==> config.mk <==
export PLATFORM = sky130hd
export DESIGN_NAME = fetch_unit
export DESIGN_NICKNAME = d
export VERILOG_FILES = /design/src/rtl/fetch_pkg.sv /design/src/rtl/fetch_fifo.sv /design/src/rtl/fetch_unit_checker.sv /design/src/rtl/fetch_unit.sv
export SDC_FILE = /design/constraint.sdc
export NUM_CORES = 1
export LEC_CHECK = 0
export CORE_MARGIN = 2
export CORE_UTILIZATION = 51
export DETAILED_ROUTE_END_ITERATION = 12
export PLACE_DENSITY = 0.76
export SLEW_MARGIN = 30
export SYNTH_ARGS = -nofsm -noshare
export SYNTH_HDL_FRONTEND = slang
export SYNTH_SLANG_ARGS = --single-unit
==> constraint.sdc <==
create_clock -name clk_i -period 6.5 [get_ports clk_i]
set_clock_uncertainty 0.05 [all_clocks]
set_input_delay 0.65 -clock clk_i [delete_from_list [all_inputs] [get_ports clk_i]]
set_output_delay 0.65 -clock clk_i [all_outputs]
set_load 0.03 [all_outputs]
==> src/rtl/fetch_pkg.sv <==
// Shared constants and types for the instruction fetch front end.
package fetch_pkg;

  localparam logic [31:0] NOP_INST         = 32'h0000_0013;
  localparam logic [31:0] DEFAULT_RESET_PC = 32'h0000_0000;

  typedef struct packed {
    logic [31:0] inst;
    logic [31:0] pc;
  } fetch_entry_t;

  function automatic logic [31:0] word_align(input logic [31:0] addr);
    return {addr[31:2], 2'b00};
  endfunction

endpackage

==> src/rtl/fetch_fifo.sv <==
// Synchronous instruction buffer of fetch_entry_t; flush empties it in one cycle.
module fetch_fifo
  import fetch_pkg::*;
#(
  parameter int           DEPTH       = 4,
  parameter fetch_entry_t RESET_ENTRY = '0
) (
  input  logic                   clk_i,
  input  logic                   rst_ni,
  input  logic                   push,
  input  fetch_entry_t           wdata,
  input  logic                   pop,
  input  logic                   flush,
  output fetch_entry_t           rdata,
  output logic [$clog2(DEPTH):0] count_o,
  output logic                   full_o,
  output logic                   empty_o
);

  localparam int AW = $clog2(DEPTH);

  fetch_entry_t  mem_r [DEPTH];
  logic [AW-1:0] wr_ptr_r;
  logic [AW-1:0] rd_ptr_r;
  logic [AW:0]   count_r;

  // Storage, pointers and occupancy.
  always_ff @(posedge clk_i) begin
    if (!rst_ni) begin
      wr_ptr_r <= '0;
      rd_ptr_r <= '0;
      count_r  <= '0;
      for (int i = 0; i < DEPTH; i++) begin
        mem_r[i] <= RESET_ENTRY;
      end
    end else if (flush) begin
      wr_ptr_r <= '0;
      rd_ptr_r <= '0;
      count_r  <= '0;
    end else begin
      if (push) begin
        mem_r[wr_ptr_r] <= wdata;
        wr_ptr_r        <= wr_ptr_r + AW'(1'b1);
      end
      if (pop) begin
        rd_ptr_r <= rd_ptr_r + AW'(1'b1);
      end
      count_r <= count_r + (AW+1)'(push) - (AW+1)'(pop);
    end
  end

  assign rdata   = mem_r[rd_ptr_r];
  assign count_o = count_r;
  assign full_o  = (count_r == (AW+1)'(DEPTH));
  assign empty_o = (count_r == '0);

endmodule

==> src/rtl/fetch_unit_checker.sv <==
// Simulation-only protocol checks for fetch_unit.
module fetch_unit_checker #(
  parameter int CW = 3
) (
  input logic          clk_i,
  input logic          rst_ni,
  input logic          imem_rvalid_i,
  input logic [CW-1:0] outstanding,
  input logic          push,
  input logic          full
);

  // Responses must match an outstanding read; the credit rule keeps the buffer from overflowing.
  always @(posedge clk_i) begin
    if (rst_ni) begin
      assert (!(imem_rvalid_i && (outstanding == '0)))
        else $error("imem_rvalid_i with no read outstanding");
      assert (!(push && full))
        else $error("push into a full instruction buffer");
    end
  end

endmodule

==> src/rtl/fetch_unit.sv <==
// Instruction fetch front end: PC generation, credit-limited reads, stale-response discard
// and a decode-facing buffer. FETCH_BYPASS_EN forwards responses to decode when the buffer is empty.
module fetch_unit
  import fetch_pkg::*;
#(
  parameter logic [31:0] RESET_PC   = DEFAULT_RESET_PC,
  parameter int          FIFO_DEPTH = 4
) (
  input  logic        clk_i,
  input  logic        rst_ni,
  output logic        imem_req_o,
  output logic [31:0] imem_addr_o,
  input  logic        imem_gnt_i,
  input  logic        imem_rvalid_i,
  input  logic [31:0] imem_rdata_i,
  input  logic        redirect_i,
  input  logic [31:0] redirect_pc_i,
  output logic        inst_valid_o,
  input  logic        inst_ready_i,
  output logic [31:0] inst_o,
  output logic [31:0] inst_pc_o
);

  localparam int           CW          = $clog2(FIFO_DEPTH) + 1;
  localparam logic [31:0]  BOOT_PC     = {RESET_PC[31:2], 2'b00};
  localparam logic [CW:0]  DEPTH_LIMIT = (CW+1)'(FIFO_DEPTH);
  localparam fetch_entry_t RESET_ENTRY = '{inst: NOP_INST, pc: BOOT_PC};

  logic [31:0]   fpc_r;
  logic [31:0]   rsp_pc_r;
  logic [CW-1:0] outstanding_r;
  logic [CW-1:0] discard_r;

  logic [CW-1:0] fifo_count_s;
  logic          fifo_full_s;
  logic          fifo_empty_s;
  fetch_entry_t  head_s;
  fetch_entry_t  push_entry_s;
  logic [31:0]   redirect_pc_s;
  logic          credit_s;
  logic          req_s;
  logic          grant_s;
  logic          resp_s;
  logic          accept_s;
  logic          push_s;
  logic          pop_s;

  assign redirect_pc_s = word_align(redirect_pc_i);

  // Buffered plus in-flight words may never exceed the buffer; held low while in reset.
  assign credit_s = ({1'b0, fifo_count_s} + {1'b0, outstanding_r}) < DEPTH_LIMIT;
  assign req_s    = rst_ni && !redirect_i && credit_s;
  assign grant_s  = req_s && imem_gnt_i;
  assign resp_s   = imem_rvalid_i && (outstanding_r != '0);
  assign accept_s = resp_s && !redirect_i && (discard_r == '0);

  assign imem_req_o  = req_s;
  assign imem_addr_o = fpc_r;

  // Fetch PC, response PC, in-flight and discard counters.
  always_ff @(posedge clk_i) begin
    if (!rst_ni) begin
      fpc_r         <= BOOT_PC;
      rsp_pc_r      <= BOOT_PC;
      outstanding_r <= '0;
      discard_r     <= '0;
    end else begin
      outstanding_r <= outstanding_r + CW'(grant_s) - CW'(resp_s);
      if (redirect_i) begin
        fpc_r     <= redirect_pc_s;
        rsp_pc_r  <= redirect_pc_s;
        discard_r <= outstanding_r - CW'(resp_s);
      end else begin
        if (grant_s) begin
          fpc_r <= fpc_r + 32'd4;
        end
        if (accept_s) begin
          rsp_pc_r <= rsp_pc_r + 32'd4;
        end
        if (resp_s && (discard_r != '0)) begin
          discard_r <= discard_r - CW'(1'b1);
        end
      end
    end
  end

  assign push_entry_s = '{inst: imem_rdata_i, pc: rsp_pc_r};
  assign pop_s        = inst_valid_o && inst_ready_i && !redirect_i && !fifo_empty_s;

`ifdef FETCH_BYPASS_EN
  assign push_s = accept_s && !(fifo_empty_s && inst_ready_i);

  // Empty buffer: the accepted response goes straight to decode.
  always_comb begin
    inst_valid_o = !fifo_empty_s;
    inst_o       = head_s.inst;
    inst_pc_o    = head_s.pc;
    if (fifo_empty_s && accept_s) begin
      inst_valid_o = 1'b1;
      inst_o       = imem_rdata_i;
      inst_pc_o    = rsp_pc_r;
    end else begin
      inst_valid_o = !fifo_empty_s;
    end
  end
`else
  assign push_s = accept_s;

  // Decode sees only the registered buffer head.
  always_comb begin
    inst_valid_o = !fifo_empty_s;
    inst_o       = head_s.inst;
    inst_pc_o    = head_s.pc;
  end
`endif

  fetch_fifo #(
    .DEPTH       (FIFO_DEPTH),
    .RESET_ENTRY (RESET_ENTRY)
  ) u_fifo (
    .clk_i   (clk_i),
    .rst_ni  (rst_ni),
    .push    (push_s),
    .wdata   (push_entry_s),
    .pop     (pop_s),
    .flush   (redirect_i),
    .rdata   (head_s),
    .count_o (fifo_count_s),
    .full_o  (fifo_full_s),
    .empty_o (fifo_empty_s)
  );

  fetch_unit_checker #(
    .CW (CW)
  ) u_checker (
    .clk_i         (clk_i),
    .rst_ni        (rst_ni),
    .imem_rvalid_i (imem_rvalid_i),
    .outstanding   (outstanding_r),
    .push          (push_s),
    .full          (fifo_full_s)
  );

endmodule

; ---- Word level (Yosys, flattened, before mapping)
; Memory sizes are Yosys's and may differ from the RTL's. A register that Yosys moved wholly into a read port is not among the register bits.
; Index checks and enable logic that the tools add are counted.
[word_totals]
in_bits = 70
n_memories = 1
latchBits = 0
elab_cells = 60
output_inout_bits = 98
mem_bits_ro = 0
ram_bits = 256
register_bits = 77
[memory_table]
columns = memory, words, word_bits, rd, rd_ports_with_merged_regs, write_ports, line_no
row1 = u_fifo.mem_r, 4, 64, 1, 1, 4, fetch_fifo.sv:22  ; fetch_entry_t mem_r [DEPTH];
[op_classes]
mux = 16
n_shift = 0
eq_ne = 0
div = 0
magnitude_cmp = 1
mul = 0
reduce_logical = 21
bitwise_logic = 1
n_addsub = 11
[op_table]
columns = operator, count
row1 = $mux W32, 4
row2 = $add A32 B3 Y32 const B, 2
row3 = $mux W64, 1
row4 = $reduce_or A64 Y1, 1
row5 = $logic_and A1 B1 Y1, 10
row6 = $sub A3 B1 Y3, 3
row7 = $add A3 B1 Y3, 2
row8 = $logic_not A3 Y1, 2
row9 = $mux W1, 6
row10 = $mux W2, 3
row11 = $mux W3, 2
row12 = $reduce_bool A2 Y1, 3
row13 = $reduce_bool A3 Y1, 2
row14 = $add A2 B1 Y2 const B, 2
row15 = $add A3 B3 Y4, 1
row16 = $lt A4 B3 Y1 const B, 1
row17 = $sub A3 B1 Y3 const B, 1
row18 = $logic_not A1 Y1, 2
row19 = $reduce_or A2 Y1, 1
row20 = $not A1 Y1, 1

; ---- Depth between registers and ports, before layout
; Gate-level depths: netlist (run 1).
[depth]
depth_word = 10
ltp_mapped = 14
ltp_nobuf = 12

; ---- By module
; From an unflattened synthesis (run 1), not the netlist that was laid out.
[unflattened]
hier_cells = 1222
area_unflattened_um2 = 15068.2
[modules_own_cells]
columns = module, cells_per_inst, seq_area_each_um2, area_per_inst_um2, instances
row1 = fetch_fifo, 740, 7867.5, 11267.1, 1
row2 = fetch_unit, 482, 1321.3, 3801.1, 1

; ---- Worst setup path after synthesis (run 1)
; Ideal clock, no wire load.
[synth_path]
path_type = input to register
from = input port redirect_i
to = memory u_fifo.mem_r[0][10] (netlist bit), enable pin
path_slack_ns = 0.043
arrival_ns = 5.833
path_buffers = 2
required_time_ns = 5.877
cell_stages = 5
cell_sequence = clkbuf_1 inv_1 nand3_2 buf_6 o31ai_1
[synth_lines]
columns = item, line_no
row1 = start: declaration, fetch_unit.sv:16  ; input logic redirect_i,
row2 = end: declaration, fetch_fifo.sv:22

==> results of run 1 <==
## synthesized netlist by cell type, drive strengths merged, types with 18 or more instances
| master | n | area (µm²) |
|---|---|---|
| o21ai | 32 | 160.2 |
| dfxtp | 75 | 1501 |
| inv | 21 | 78.82 |
| clkbuf | 62 | 250.2 |
| and2 | 185 | 1161 |
| nand2 | 60 | 225.2 |
| mux4 | 62 | 1396 |
| and3 | 63 | 395.4 |
| nor3 | 19 | 95.09 |
| xnor2 | 23 | 201.4 |
| edfxtp | 248 | 7447 |
| nand4 | 21 | 131.4 |
| buf | 21 | 135.1 |
| nand3 | 27 | 150.2 |
| a31oi | 18 | 112.6 |
| nor2 | 34 | 127.6 |
| a21oi | 38 | 190.2 |
## routing by layer
layer | GRT usage | wire length (µm) | vias up
met5 | 0 | 0 | -
met4 | 0.06563 | 630 | 0
met3 | 0.03225 | 2229 | 47
met2 | 0.3798 | 16840 | 378
met1 | 0.3163 | 14930 | 4887
li1 | - | - | 4505
## registers in the layout, summed over array words and instances, names as in the netlist, named ones only
signal,cells
u_fifo.wr_ptr_r,2
u_fifo.count_o,3
u_fifo.mem_r,248
u_fifo.rd_ptr_r,2
discard_r,3
imem_addr_o,30
rsp_pc_r,30
outstanding_r,3
## stage by stage
stage	total power [W]	cell area, µm²
6_report	0.005135	18000
5_1_grt	0.005327	18000
4_1_cts	0.005165	17990
3_5_place_dp	0.003281	16910
3_3_place_gp	0.003261	16910
2_1_floorplan	0.002967	14990
## worst max-delay path by stage
| stage | startpoint | to | slack, ns | depth (start not counted) |
|---|---|---|---|---|
| finish | flop | inst_pc_o[14] | 2.60 | 3 |
| global route | flop | inst_pc_o[3] | 2.38 | 3 |
| CTS | flop | inst_pc_o[2] | 2.51 | 3 |
| detailed placement | redirect_i | u_fifo.mem_r[2][46]$_SDFFCE_PN0P_ | 2.25 | 9 |
| global placement | redirect_i | u_fifo.mem_r[2][35]$_SDFFCE_PN0P_ | 2.33 | 9 |
| floorplan | redirect_i | u_fifo.mem_r[0][10]$_SDFFCE_PN0P_ | 0.04 | 5 |
## power by group
part | internal, W | switching [W] | total [W]
combinational | 0.000310 | 0.000468 | 0.000778
clock | 0.00111 | 0.000784 | 0.00190
sequential | 0.00237 | 0.0000881 | 0.00246
## tightest hold or removal path: stages (launching register included)
cell     delay, ns
dfxtp_1       0.32
xor2_1        0.06
nor2_1        0.10
## final cells by class
cell class / count / share of cell area
inverter: 21 / 0.004380
tap: 384 / 0.02670
timing repair buffer: 183 / 0.09873
multi-input combinational: 714 / 0.3126
sequential: 323 / 0.4975
clock inverter: 18 / 0.009942
clock buffer: 42 / 0.05013
## cell families after synthesis
logic type      count (synthesis)  synth area share
simple gates                  467            0.1869
flops                         323            0.5976
compound gates                120           0.04821
buf+inv                       105           0.03183
mux                            75            0.1026
xor+xnor                       34           0.01989
fa+ha+maj                      14           0.01270
other cells                     1         0.0002504
==> results.md, run 1 <==
* Least-Margin Pin Slew at 0.9498 ns
* Die Footprint at 30750 µm²
* Min setup slack post-route at 2.601 ns
* Yosys warning total at 0
* CTS clk-pin slew, worst paths at 0.06 ns
* Sequential cell area at 8954 µm²
* Antenna violations before repair at 0
* Number of global-route vias before repair at 9942
* Hold_ws at 0.4709 ns
* Static Leak at 6.480 nW
* Dpl hpwl at 20880 µm
* Max Fclk at 256.5 MHz
* Wire per inst at 20.55 µm
* DRC viols at 0
* Yosys reg bits at 323
* Power density of the placed cells at 285.3 nW/µm²
* Slew headroom at 0.3668
* Overflow after GRT at 0
* Synth Area per Inst at 13.15 µm²
* P&R area growth vs syn at 20.18%
* Final std cells w/o fill at 1685
* Reg2Reg Setup Slack at 2.95 ns
* VDD IR max at 0.1945 mV
* Gate Count Post-Synth at 1139
* Most frequent cells in the layout: 248 x edfxtp_1, 181 x and2_1, 161 x clkdlybuf4s50_1
* Final setup vio count at 0
* Post-cts gate resize count at 0
* Crit path launch type: flop
* Post-Route WL at 34630 µm
* Routability-driven placement congestion ratio at 0.8755
* CTS buffer count at 34
* CTS root buffer: clkbuf_16
* Fillers at 2117
* Vias per inst at 5.826
* Final Hold Vio Count at 0
* Ant diodes at 0
* H-tree Lvls at 2
* Worst r2r src: outstanding_r[1]$_SDFF_PN0_
* Total of max-cap violations at 0
* Layout cells sized above 1 at 0.1337
* Layout Nets at 1361
* Register area share after synthesis at 0.5976
* Critical Path Fanout Max at 39
* 1st-pass router iterations at 5
* Largest net degree at the start of global routing at 64
* Tcrit/Tclk final at 0.5999
* Bufs and invs on worst path at 2
* Initial Utilization at 0.5203
* FF-to-FF path depth at 13
* Row count at 62
* Top delay family on crit path: buffers and inverters
* Final ANT Viol Nets at 0
* Hold Path Stages at 2
* Setup CP Type: flop to output port
* Min-delay src: u_fifo.rd_ptr_r[1]$_SDFFE_PP0P_
* Area occupied by multi-input gates at 5625 µm²
* Utilization after layout at 0.6253
* Cell variety after synth at 69
* Synthesized area at 14970 µm²
* IO Pins at 168
* Die width at 175.4 µm
* Hold Crit Class: flop to flop
* RSZ-0062 raised after global routing: false
* Post-synth ARST share at 0
* Critical path, cell by cell: buf_4, mux4_2, clkdlybuf4s50_1
* CTS tree: yes
* Commonest non-fill, non-tap cell in the layout: edfxtp_1
* Critical Path Max Stage Delay at 0.88 ns
* Crit path required time at 5.80 ns
* Setup TNS Final at 0 ns
* Worst Path Arrival at 3.20 ns
* Initial DRC Count at 951
* Inst Count DP at 1625
* Total GRT Usage at 0.2286
* Outcome: complete, no violations
* Clk Latency, worst-skew pair at 0.51 ns
* Die height at 175.4 µm
* Ys flop type: edfxtp_1
* Number of synthesized flops with an enable pin at 248
* Worst r2r dst: outstanding_r[2]$_SDFF_PN0_
* Pre-CTS setup slack at 2.253 ns
* Tmin final at 3.899 ns
* First-pass GRT wire length at 54860 µm
* Core area at 28780 µm²
* Vias at 9817
* IO Port Bufs at 161
* Cts hold-fix bufs at 0
* Clk sinks at 323
* Critical path's slowest cell: dfxtp_4
* CTS max path bufs at 3
* Crit end category: output port
* Max-slew violations at 0
* Setup bufs post-CTS at 0
No activity file was read; power rests on OpenSTA's default activity.
==> run 2: changes to the inputs <==
--- a/config.mk
+++ b/config.mk
@@ -6,9 +6,9 @@
 export NUM_CORES = 1
 export LEC_CHECK = 0
 export CORE_MARGIN = 2
-export CORE_UTILIZATION = 51
+export CORE_UTILIZATION = 57
 export DETAILED_ROUTE_END_ITERATION = 12
-export PLACE_DENSITY = 0.76
+export PLACE_DENSITY = 0.81
 export SLEW_MARGIN = 30
 export SYNTH_ARGS = -nofsm -noshare
 export SYNTH_HDL_FRONTEND = slang
==> constraint.sdc (replaced) <==
create_clock -name clk_i -period 3.9 [get_ports clk_i]
set_clock_uncertainty 0.05 [all_clocks]
set_input_delay 0.39 -clock clk_i [delete_from_list [all_inputs] [get_ports clk_i]]
set_output_delay 0.39 -clock clk_i [all_outputs]
set_load 0.03 [all_outputs]
==> run 2 against run 1 <==
Sequential share of layout area grew 0.12 points. Clock power increased by 56%. Global-route usage increased by 1.7 points. Critical endpoint is now inst_pc_o[18]. Largest cell class unchanged. Largest power group unchanged.
==> results.md, run 2 (synthesized netlist as in run 1, its figures left out) <==
* Final ANT Viol Nets at 0
* P&R area growth vs syn at 19.88%
* Initial DRC Count at 949
* Static Leak at 6.487 nW
* Antenna violations before repair at 0
* Dpl hpwl at 20920 µm
* Die height at 166.1 µm
* CTS tree: yes
* Vias at 9867
* Crit path required time at 3.46 ns
* Vias per inst at 6.024
* Hold Crit Class: primary input to flop
* CTS max path bufs at 3
* Routability-driven placement congestion ratio at 0.8666
* Max Fclk at 316.1 MHz
* Top delay family on crit path: buffers and inverters
* Reg with most FFs: u_fifo.mem_r
* Critical Path Fanout Max at 17
* Layout Nets at 1362
* Ant diodes at 0
* Critical path's slowest cell: clkdlybuf4s50_1
* Largest net degree at the start of global routing at 63
* Reg2Reg Setup Slack at 1.02 ns
* Sequential cell area at 8954 µm²
* Total GRT Usage at 0.2461
* Clk Latency, worst-skew pair at 0.55 ns
* Die Footprint at 27580 µm²
* Worst Path Arrival at 2.72 ns
* 1st-pass router iterations at 5
* Worst r2r src: u_fifo.count_o[1]$_SDFF_PP0_
* Commonest non-fill, non-tap cell in the layout: edfxtp_1
* Wire per inst at 20.81 µm
* Min setup slack post-route at 0.7366 ns
* Area occupied by multi-input gates at 5620 µm²
* RSZ-0062 raised after global routing: false
* Slew headroom at 0.3758
* Setup bufs post-CTS at 0
* Outcome: complete, no violations
* Layout Cell Area excl Fill at 17950 µm²
* Most frequent cells in the layout: 248 x edfxtp_1, 181 x and2_1, 160 x clkdlybuf4s50_1
* Core area at 25910 µm²
* CTS buffer count at 31
* Crit path launch type: flop
* DRC viols at 0
* Hold Path Stages at 3
* Post-Route WL at 34080 µm
* Row count at 59
* Die width at 166.1 µm
* Clk sinks at 323
* First-pass GRT wire length at 54140 µm
* Final Hold Vio Count at 0
* Setup CP Type: flop to output port
* Critical Path Max Stage Delay at 0.62 ns
* IO Pins at 168
* Power density of the placed cells at 466.7 nW/µm²
* Worst r2r dst: outstanding_r[2]$_SDFF_PN0_
* Cts hold-fix bufs at 0
* Total of max-cap violations at 0
* Crit end category: output port
* Tmin final at 3.163 ns
* Critical path, cell by cell: buf_4, mux4_2, clkdlybuf4s50_1
* Hold endpoint: imem_addr_o[2]$_SDFFE_PN0P_
* Fillers at 1727
* FF-to-FF path depth at 12
* Overflow after GRT at 0
* Critical Path Stages at 3
* Pre-CTS setup slack at 0.8071 ns
* Bufs and invs on worst path at 2
* Max-slew violations at 0
* Least-Margin Pin Slew at 0.9291 ns
* Min-delay src: redirect_pc_i[2]
* IO Port Bufs at 161
* H-tree Lvls at 1
* Number of global-route vias before repair at 10170
* Tcrit/Tclk final at 0.8111
* Initial Utilization at 0.5779
* Layout cells sized above 1 at 0.1366
* Max FFs per register at 248
* Final setup vio count at 0
* Post-cts gate resize count at 0
* CTS root buffer: clkbuf_16
* Cell Area, Placed at 16940 µm²
* VDD IR max at 0.4155 mV
* CTS clk-pin slew, worst paths at 0.06 ns
-- run 2: cell count changes in the layout (fill, tap and decap cells not counted), sizes merged --
cell,change
buf,+5
clkinv,-5
clkdlybuf4s50,-1
clkbuf,+3
inv,-1
clkinvlp,+1
-- run 2: area by class of cell --
class                   instances  area share
multi-input cells             714      0.3131
clock inverters                13    0.008016
well taps                     335     0.02335
flip-flops and latches        323      0.4988
repair buffers                187      0.1040
clock buffers                  45     0.04837
inverters                      21    0.004391
-- run 2: per-layer routing --
metal / routed length [µm] / global-route usage / vias to the layer above
li1: - / - / 4502
met1: 13990 / 0.3362 / 4870
met2: 16910 / 0.4238 / 458
met3: 2722 / 0.03408 / 37
met4: 459 / 0.05671 / 0
met5: 0 / 0 / -
-- run 2: tightest hold or removal path: stages --
cell and delay, ns:
clkdlybuf4s50_1 0.39, nand2_1 0.10, a21oi_1 0.07
-- run 2: worst max path at each step --
stage / start / endpoint / slack, ns
3_3_place_gp: imem_rvalid_i / u_fifo.mem_r[1][61]$_SDFFCE_PN0P_ / 0.85
2_1_floorplan: discard_r[0]$_SDFFE_PN0P_ / u_fifo.mem_r[0][10]$_SDFFCE_PN0P_ / -0.46
3_5_place_dp: imem_rvalid_i / u_fifo.mem_r[1][61]$_SDFFCE_PN0P_ / 0.81
4_1_cts: flop / inst_pc_o[18] / 0.68
6_report: flop / inst_pc_o[18] / 0.74
5_1_grt: flop / inst_pc_o[31] / 0.62
-- run 2: report_power, final --
group          internal, W  switching (W)  total, W
Clock              0.00174        0.00122   0.00296
Sequential         0.00395       0.000148   0.00410
Combinational     0.000531       0.000785   0.00132
Total              0.00622        0.00216   0.00838
-- run 2: through the flow --
stage | total power, W | std cells | setup TNS [ns] | util | hold WS [ns]
floorplan | 0.004935 | 1142 | -28.71 | - | 0.4347
global placement | 0.005438 | 1580 | 0 | 0.6537 | 0.4568
detailed placement | 0.005479 | 1580 | 0 | 0.6537 | 0.4643
CTS | 0.008416 | 1638 | 0 | 0.6928 | 0.3786
global route | 0.008664 | 1638 | 0 | 0.6928 | 0.4160
finish | 0.008378 | 1638 | 0 | 0.6928 | 0.3999
